<file path="src/rtl/divider_pkg.sv">
// Shared types for the iterative signed divider.
// Latency: n/a (types only).
// Backpressure: n/a (types only).
package divider_pkg;

  typedef enum logic [1:0] {
    IDLE = 2'd0,
    BUSY = 2'd1,
    DONE = 2'd2
  } div_state_t;

endpackage

</file>
<file path="src/rtl/divider_if.sv">
// Operand/result handshake bundle between a producer/consumer and the divider.
// Latency: n/a (wires only).
// Backpressure: valid/ready on both the operand side and the result side.
interface divider_if #(
  parameter int DATA_LEN = 32
);
  logic                in_valid;
  logic                in_ready;
  logic [DATA_LEN-1:0] dividend;
  logic [DATA_LEN-1:0] divisor;
  logic                out_valid;
  logic                out_ready;
  logic [DATA_LEN-1:0] quotient;
  logic [DATA_LEN-1:0] remainder;
  logic                div_by_zero;

  // Producer/consumer side
  modport master (
    output in_valid, dividend, divisor, out_ready,
    input  in_ready, out_valid, quotient, remainder, div_by_zero
  );

  // Divider side
  modport slave (
    input  in_valid, dividend, divisor, out_ready,
    output in_ready, out_valid, quotient, remainder, div_by_zero
  );
endinterface

</file>
<file path="src/rtl/divider.sv">
// Radix-2 restoring signed divider: quotient truncates toward zero, remainder takes dividend sign.
// Latency: DATA_LEN cycles from accept to out_valid, 1 cycle on divide-by-zero.
// Backpressure: result held until out_ready; no new operands accepted until the result is taken.
module divider
  import divider_pkg::*;
#(
  parameter int DATA_LEN = 32
) (
  input logic     clk,
  input logic     reset,
  divider_if.slave bus
);

  localparam int CW = $clog2(DATA_LEN);

  div_state_t          state;
  logic [CW-1:0]       cnt;
  logic [DATA_LEN-1:0] dvd_q;    // dividend magnitude, shifts out; quotient bits shift in
  logic [DATA_LEN-1:0] dsr_q;    // divisor magnitude
  logic [DATA_LEN-1:0] rem_q;    // partial remainder
  logic                sign_q;
  logic                sign_r;
  logic [DATA_LEN-1:0] quot_q;
  logic [DATA_LEN-1:0] rmdr_q;
  logic                dz_q;
  logic                out_valid_q;

  logic [DATA_LEN-1:0] dvd_abs;
  logic [DATA_LEN-1:0] dsr_abs;
  logic [DATA_LEN:0]   shifted;
  logic [DATA_LEN:0]   trial;
  logic                qbit;
  logic [DATA_LEN-1:0] rem_nxt;
  logic [DATA_LEN-1:0] dvd_nxt;

  // Operand magnitudes; the most-negative value maps onto itself, which is the correct unsigned magnitude.
  always_comb begin
    dvd_abs = bus.dividend[DATA_LEN-1] ? -bus.dividend : bus.dividend;
    dsr_abs = bus.divisor[DATA_LEN-1]  ? -bus.divisor  : bus.divisor;
  end

  // One restoring step: shift, trial-subtract with an extra bit so the borrow is the sign.
  always_comb begin
    shifted = {rem_q, dvd_q[DATA_LEN-1]};
    trial   = shifted - {1'b0, dsr_q};
    qbit    = ~trial[DATA_LEN];
    rem_nxt = qbit ? trial[DATA_LEN-1:0] : shifted[DATA_LEN-1:0];
    dvd_nxt = {dvd_q[DATA_LEN-2:0], qbit};
  end

  // Control FSM, iteration datapath and registered result.
  always_ff @(posedge clk) begin
    if (reset) begin
      state       <= IDLE;
      cnt         <= '0;
      dvd_q       <= '0;
      dsr_q       <= '0;
      rem_q       <= '0;
      sign_q      <= 1'b0;
      sign_r      <= 1'b0;
      quot_q      <= '0;
      rmdr_q      <= '0;
      dz_q        <= 1'b0;
      out_valid_q <= 1'b0;
    end else begin
      case (state)
        IDLE: begin
          if (bus.in_valid) begin
            dvd_q  <= dvd_abs;
            dsr_q  <= dsr_abs;
            sign_q <= bus.dividend[DATA_LEN-1] ^ bus.divisor[DATA_LEN-1];
            sign_r <= bus.dividend[DATA_LEN-1];
            rem_q  <= '0;
            cnt    <= CW'(DATA_LEN - 1);
            state  <= (bus.divisor == '0) ? DONE : BUSY;
          end
        end
        BUSY: begin
          rem_q <= rem_nxt;
          dvd_q <= dvd_nxt;
          if (cnt == '0) begin
            state       <= DONE;
            quot_q      <= sign_q ? -dvd_nxt : dvd_nxt;
            rmdr_q      <= sign_r ? -rem_nxt : rem_nxt;
            dz_q        <= 1'b0;
            out_valid_q <= 1'b1;
          end else begin
            cnt <= cnt - CW'(1);
          end
        end
        DONE: begin
          // Entering DONE without a loaded result only happens on divide-by-zero.
          if (!out_valid_q) begin
            quot_q      <= '1;
            rmdr_q      <= sign_r ? -dvd_q : dvd_q;
            dz_q        <= 1'b1;
            out_valid_q <= 1'b1;
          end else if (bus.out_ready) begin
            out_valid_q <= 1'b0;
            state       <= IDLE;
          end
        end
        default: state <= IDLE;
      endcase
    end
  end

  assign bus.in_ready    = (state == IDLE) && !reset;
  assign bus.out_valid   = out_valid_q;
  assign bus.quotient    = quot_q;
  assign bus.remainder   = rmdr_q;
  assign bus.div_by_zero = dz_q;

endmodule

</file>
<file path="src/flat_wrapper.sv">
// flat-port wrapper written by rule: the top's interface ports become plain ports
module divider_flat import divider_pkg::*;
#(
  parameter int DATA_LEN = 32
)
  (clk, reset, bus_in_valid, bus_dividend, bus_divisor, bus_out_ready, bus_in_ready, bus_out_valid, bus_quotient, bus_remainder, bus_div_by_zero);
  divider_if #(.DATA_LEN(DATA_LEN)) bus_i ();
  input logic clk;
  input logic reset;
  input wire logic [$bits(bus_i.in_valid)-1:0] bus_in_valid;
  input wire logic [$bits(bus_i.dividend)-1:0] bus_dividend;
  input wire logic [$bits(bus_i.divisor)-1:0] bus_divisor;
  input wire logic [$bits(bus_i.out_ready)-1:0] bus_out_ready;
  output wire logic [$bits(bus_i.in_ready)-1:0] bus_in_ready;
  output wire logic [$bits(bus_i.out_valid)-1:0] bus_out_valid;
  output wire logic [$bits(bus_i.quotient)-1:0] bus_quotient;
  output wire logic [$bits(bus_i.remainder)-1:0] bus_remainder;
  output wire logic [$bits(bus_i.div_by_zero)-1:0] bus_div_by_zero;
  assign bus_i.in_valid = bus_in_valid;
  assign bus_i.dividend = bus_dividend;
  assign bus_i.divisor = bus_divisor;
  assign bus_i.out_ready = bus_out_ready;
  assign bus_in_ready = bus_i.in_ready;
  assign bus_out_valid = bus_i.out_valid;
  assign bus_quotient = bus_i.quotient;
  assign bus_remainder = bus_i.remainder;
  assign bus_div_by_zero = bus_i.div_by_zero;
  divider #(.DATA_LEN(DATA_LEN)) u_core (.clk(clk), .reset(reset), .bus(bus_i));
endmodule
</file>
<file path="config.mk">
export PLATFORM = sky130hd
export DESIGN_NAME = divider_flat
export DESIGN_NICKNAME = d
export VERILOG_FILES = /design/src/rtl/divider_pkg.sv /design/src/rtl/divider_if.sv /design/src/rtl/divider.sv /design/src/flat_wrapper.sv
export SDC_FILE = /design/constraint.sdc
export NUM_CORES = 1
export LEC_CHECK = 0
export CAP_MARGIN = 25
export CORE_UTILIZATION = 45
export CTS_CLUSTER_DIAMETER = 150
export DETAILED_ROUTE_END_ITERATION = 10
export PLACE_DENSITY_LB_ADDON = 0.12
export SETUP_SLACK_MARGIN = 0.4
export SLEW_MARGIN = 40
export SYNTH_ARGS = -nofsm -noshare
export SYNTH_HDL_FRONTEND = slang
export SYNTH_SLANG_ARGS = --single-unit
</file>
<file path="constraint.sdc">
create_clock -name clk -period 4.8 [get_ports clk]
set_input_delay 0.96 -clock clk [delete_from_list [all_inputs] [get_ports clk]]
set_output_delay 0.96 -clock clk [all_outputs]
set_load 0.02 [all_outputs]
</file>
Word level (Yosys, flattened, before mapping)
Cells that the tools add are included.
{"block": "totals", "ff_bits": 171, "latchBits": 0, "ram_bits": 0, "mem_bits_ro": 0, "output_inout_bits": 67, "wordCells": 73, "memories": 0}
{"block": "classes", "n_addsub": 7, "mul": 0, "div_mod_pow": 0, "n_lt_le_gt_ge": 0, "eq_ne": 8, "shift": 0, "muxes": 32, "bitwise": 2, "n_reduce_logical": 13}
{"operator": "2-to-1 mux 32 bit", "n": 12}
{"operator": "case mux 32 bit (2 select lines)", "n": 4}
{"operator": "negation 32 bit", "n": 5}
{"operator": "subtractor 33 x 32 -> 33 bit", "n": 1}
{"operator": "logical NOT 32 bit", "n": 1}
{"operator": "2-to-1 mux 2 bit", "n": 5}
{"operator": "2-to-1 mux 5 bit", "n": 2}
{"operator": "case mux 5 bit (2 select lines)", "n": 1}
{"operator": "!= test 2 bit, second input constant", "n": 4}
{"operator": "case mux 2 bit (3 select lines)", "n": 1}
{"operator": "AND reduction 2 bit", "n": 3}
{"operator": "AND reduction 3 bit", "n": 2}
{"operator": "logical NOT 5 bit", "n": 1}
{"operator": "2-to-1 mux 1 bit", "n": 5}
{"operator": "subtractor 5 x 1 -> 5 bit, second input constant", "n": 1}
{"operator": "!= test 2 x 1 -> 1 bit, second input constant", "n": 2}
{"operator": "case mux 1 bit (2 select lines)", "n": 2}
{"operator": "AND reduction 4 bit", "n": 1}
{"operator": "nonzero test 2 bit", "n": 2}
{"operator": "equality test 2 x 1 -> 1 bit, second input constant", "n": 1}
{"operator": "equality test 2 bit, second input constant", "n": 1}
{"operator": "logical NOT 2 bit", "n": 1}
{"operator": "logical AND 1 bit", "n": 1}
{"operator": "logical NOT 1 bit", "n": 1}
{"operator": "other kinds (2)", "n": 2}

Logic depth before layout (Yosys ltp)
Gate-level depths: netlist of the first run.
{"block": "logic_depth", "word_depth": 6, "depth_mapped": 23}

Least setup slack after synthesis of the first run
OpenSTA, ideal clock, no wires.
{"block": "synth_path", "kind": "register to register", "from": "reg u_core.dvd_q[31]", "to": "reg u_core.quot_q[28], in the netlist u_core.bus.quotient[28]", "setup_ns": 0.086, "arrival_time_ns": 4.576, "t_required_ns": 4.714, "setup_slack_ns": 0.138, "path_stages_with_launch": 24, "synth_period_minus_slack_ns": 4.662, "cell_sequence": "dfxtp_1 > inv_1 > ha_1 > inv_1 > fa_1 > a211oi_4 > o211ai_1 > nand3_1 > a21oi_1 > nor3_1 > nor2_2 > inv_2 > buf_2 > buf_1 > ha_1 > nand3_1 > or3_1 > or3_1 > clkbuf_1 > o31a_1 > a21o_1 > a21oi_1 > xor2_1 > a211oi_1"}
{"block": "synth_between", "elab_chain_len": 6}
{"item": "start, declared", "line": "divider.sv:18", "source": "logic [DATA_LEN-1:0] dvd_q;"}
{"item": "start signal, assigned", "line": "divider.sv:69", "source": "dvd_q <= dvd_abs;"}
{"item": "start signal, assigned", "line": "divider.sv:80", "source": "dvd_q <= dvd_nxt;"}
{"item": "subtractor 33 x 32 -> 33 bit", "line": "divider.sv:45", "source": "trial = shifted - {1'b0, dsr_q};"}
{"item": "NOT 1 bit", "line": "divider.sv:46", "source": "qbit = ~trial[DATA_LEN];"}
{"item": "negation 32 bit", "line": "divider.sv:83", "source": "quot_q <= sign_q ? -dvd_nxt : dvd_nxt;"}
{"item": "2-to-1 mux 32 bit", "line": "divider.sv:83"}
{"item": "2-to-1 mux 32 bit", "line": "divider.sv:81", "source": "if (cnt == '0) begin"}
{"item": "case mux 32 bit (2 select lines)", "line": "divider.sv:66", "source": "case (state)"}
{"item": "end signal, assigned", "line": "divider.sv:83"}
{"item": "end, declared", "line": "divider.sv:23", "source": "logic [DATA_LEN-1:0] quot_q;"}
Every way passes these cells. The select of a mux whose other input is x is not followed.
A chain may end at the register's enable or synchronous reset.

Final worst setup path of the first run
{"block": "layout_path", "from": "reg u_core.dvd_q[31]", "to": "reg u_core.rmdr_q[24], in the netlist u_core.bus.remainder[24]"}
{"block": "layout_between", "elab_chain_len": 6}
{"item": "subtractor 33 x 32 -> 33 bit", "line": "divider.sv:45"}
{"item": "2-to-1 mux 32 bit *", "line": "divider.sv:47", "source": "rem_nxt = qbit ? trial[DATA_LEN-1:0] : shifted[DATA_LEN-1:0];"}
{"item": "negation 32 bit", "line": "divider.sv:84", "source": "rmdr_q <= sign_r ? -rem_nxt : rem_nxt;"}
{"item": "2-to-1 mux 32 bit *", "line": "divider.sv:84"}
{"item": "2-to-1 mux 32 bit *", "line": "divider.sv:81"}
{"item": "case mux 32 bit (2 select lines) *", "line": "divider.sv:66"}
{"item": "end signal, assigned", "line": "divider.sv:84"}
{"item": "end signal, assigned", "line": "divider.sv:95", "source": "rmdr_q <= sign_r ? -dvd_q : dvd_q;"}
{"item": "end, declared", "line": "divider.sv:24", "source": "logic [DATA_LEN-1:0] rmdr_q;"}
Mark *: on every way between the ends. The rest lies on a longest branch, timed or not. The select of a mux whose other input is x is not followed.

==> results_dict.tcl, run 1 <==
set metrics [dict create \
    io_buffer_count 134 \
    synthAdderAreaFrac_pct 4.28 \
    die_area_um2 29000 \
    grt_max_degree 67 \
    synth_compound_area_share_pct 28.3 \
    arrival_ns 4.66 \
    drcViolationCount 0 \
    std_cell_rows 61 \
    crit_start "u_core.dvd_q[31]" \
    cp-end-kind "flip-flop" \
    dpl.cell_count 2168 \
    async_flop_share_pct 0 \
    fmax_mhz 231 \
    initial_core_util_pct 45.8 \
    yosysSeqAreaShare_pct 26.8 \
    fin_util_pct 54.3 \
    numCtsBuffers 17 \
    synth_top_area_share_pct 26.8 \
    antenna_found_initial 0 \
    clk_pin_slew_ns 0.07 \
    fill_cells 2708 \
    ys.flop_type "dfxtp_1" \
    syn_area_um2 12800 \
    final-setup-viol-count 0 \
    synth_common_cells "227 x nand2_1, 216 x nor2_1, 171 x dfxtp_1" \
    placed_area_um2 14400 \
    synth.net_count 1857 \
    viasPerCell 6.04 \
    max_slew_margin_pct 46.4 \
    grt_pass1_vias 12200 \
    ys_top_cells_by_area "dfxtp_1 27%, nand2_1 6.7%, nor2_1 6.4%" \
    p_per_area_nw_per_um2 562 \
    r2r_cells 21 \
    yosysWarningCount 0 \
    synth_top_area_cell "dfxtp_1" \
    syn_inst 1746 \
    firstDrtPassIters 5 \
    wl_mm 43.1 \
    cts_root_buf "clkbuf_16" \
    synthSimpleGateAreaFrac_pct 23.2 \
    synth_top_family_by_area "compound AO/OA/AOI/OAI gates" \
    ys_types 99 \
    die_h_um 170 \
    overflow 0 \
    synth_most_common_cell "nand2_1" \
    required_ns 5.14 \
    clkLatencyLatePin_ns 0.45 \
    start_kind "flip-flop" \
    p_leak_uw 0.00560 \
    ctsHoldBuffers 0 \
    grt_pass1_wl_mm 67.6 \
    critPathKind "reg2reg" \
    wl_per_cell_um 19.5 \
    cap_violations 0 \
    crit_buf_inv 5 \
    stdcell_area_um2 15100 \
    ys_ff_latch 171 \
    layout_setup_ws_ns 0.479 \
    worstMarginPinSlew_ns 0.798 \
    pin_count 135 \
    gp_congestion 0.948 \
    htree_levels 4 \
    rr_startpoint "u_core.dvd_q[31]" \
    cp_slowest_cell "o32a_4" \
    final_max_slew_viol_count 0 \
    post-dp-hpwl_mm 32.3 \
    skew_ns 0.0200 \
    path_cells "inv_1 > ha_1 > inv_1 > fa_2 > a211oi_4 > o211ai_1 > nand3_2 > a21oi_4 > o21a_2 > nor2_4 > inv_2 > buf_4 > a21oi_2 > ha_2 > o211ai_1 > o32a_4 > buf_4 > o31ai_2 > xnor2_1 > o211ai_1 > a32o_1" \
    stdcell_count 2209 \
    finalCritPeriodShare_pct 90.0 \
    die_x_um 170 \
    cpPeakStageDelay_ns 0.44 \
    pre_cts_slack_ns 0.141 \
    cts_tree "yes" \
    avgSynthCellArea_um2 7.30 \
    post_synth_xor_area_fraction_pct 9.19 \
    crit_family "compound AO/OA/AOI/OAI gates" \
    reg2reg_slack_ns 0.48 \
    grt_usage_pct 29.8 \
    final_nets 1929 \
    synthMuxAreaShare_pct 2.73 \
    finalCriticalPeriod_ns 4.32 \
    layout-drive-gt1-share_pct 8.47 \
    crit_cells 21 \
    drtAntennaViolNets 0 \
    r2r_end "u_core.bus.remainder[24]" \
    synth_edf_count 0 \
    rsz0062_at_grt "yes" \
    min_path_type "reg2reg" \
    insertedDiodeCount 0 \
    fin_tns_setup_ns 0 \
    status "finished, final reports clean" \
    cts.sinks 171 \
    syn2layout_area_growth_pct 18.7 \
    critPathMaxFanout 8 \
    finalHoldViolCount 0 \
    crit_end "u_core.bus.remainder[24]" \
    vias 13300 \
    drt_iter0_drc 1447 \
    ir_drop_mv 0.455 \
    crit_path_frequent_cell "o211ai_1" \
    cts_buffer_depth 2 \
    coreArea_um2 27900 \
]
registers in the layout (all words and copies together), names as in the netlist:
register	count
u_core.bus.quotient	32
u_core.cnt	5
u_core.state	2
u_core.bus.out_valid	1
u_core.dsr_q	32
u_core.bus.remainder	32
u_core.rem_q	32
u_core.sign_q	1
u_core.sign_r	1
u_core.bus.div_by_zero	1
u_core.dvd_q	32
worst min-delay path by stage:
stage	end	startpoint	depth (start not counted)	slack (ns)
after floorplan	u_core.dsr_q[0]	u_core.dsr_q[0]	2	0.44
after global placement	u_core.dsr_q[0]	u_core.dsr_q[0]	2	0.46
after detailed placement	u_core.dsr_q[0]	u_core.dsr_q[0]	2	0.46
after CTS	u_core.dsr_q[0]	u_core.dsr_q[0]	2	0.47
after global routing	u_core.dsr_q[0]	u_core.dsr_q[0]	2	0.50
final	u_core.dsr_q[0]	u_core.dsr_q[0]	2	0.47
cells by family after synthesis:
group | Yosys count
and+or+nand+nor | 645
AOI/OAI and AO/OA | 540
buffers and inverters | 182
DFF | 171
xor gates and xnor gates | 133
adders and majority gates | 43
muxes | 32
power breakdown:
group	internal, uW	switching [uW]
Clock	744	701
Sequential	1760	433
Combinational	1770	3100
per-layer routing:
layer  GRT usage [%]  wire length [um]
met1            43.1             20500
met2            46.0             19100
met3            3.86              2820
met4            7.99               766
met5               0                 0
placed cells by master, fill, tap and decap left out, types with 43 or more instances in the layout:
| master | synthesis | routed |
|---|---|---|
| a211oi_1 | 63 | 62 |
| a21oi_1 | 125 | 115 |
| clkdlybuf4s50_1 | 0 | 131 |
| dfxtp_1 | 171 | 169 |
| inv_1 | 58 | 58 |
| nand2_1 | 227 | 226 |
| nor2_1 | 216 | 216 |
| nor3_1 | 45 | 43 |
| o21ai_0 | 130 | 128 |
| xnor2_1 | 43 | 43 |
| xor2_1 | 89 | 89 |
tightest hold or removal path, stage by stage (launching register included):
cell	delay, ns
dfxtp_1	0.32
nand2_1	0.05
a21oi_1	0.05
per-stage QoR:
step / hold slack (ns) / power, uW
floorplan: 0.441 / 5400
global placement: 0.457 / 6850
detailed placement: 0.456 / 6910
CTS: 0.468 / 8360
global route: 0.500 / 9090
finish: 0.468 / 8510
area by class of cell:
class | instances | area (um2) | share of cell area, %
Sequential cell | 171 | 3430 | 22.6
Timing Repair Buffer | 174 | 1650 | 10.9
Clock inverter | 15 | 178 | 1.17
Tap cell | 378 | 473 | 3.12
Clock buffer | 17 | 425 | 2.81
Inverter | 61 | 229 | 1.51
Multi-Input combinational cell | 1393 | 8760 | 57.9
timing repair:
| item | 4_1_cts | 5_1_grt |
|---|---|---|
| gates resized for setup | 2 | 21 |
| pin swaps | 0 | 11 |
| endpoints found under the setup margin | 4 | 21 |
| setup buffers | 0 | 8 |
Power figures use the tool's default switching activity.
==> inputs of run 2 (changes only) <==
--- a/config.mk
+++ b/config.mk
@@ -5,7 +5,6 @@
 export SDC_FILE = /design/constraint.sdc
 export NUM_CORES = 1
 export LEC_CHECK = 0
-export CAP_MARGIN = 25
 export CORE_UTILIZATION = 45
 export CTS_CLUSTER_DIAMETER = 150
 export DETAILED_ROUTE_END_ITERATION = 10
==> results of run 2 <==
Final layout, timing and power as in run 1 (identical DEF).
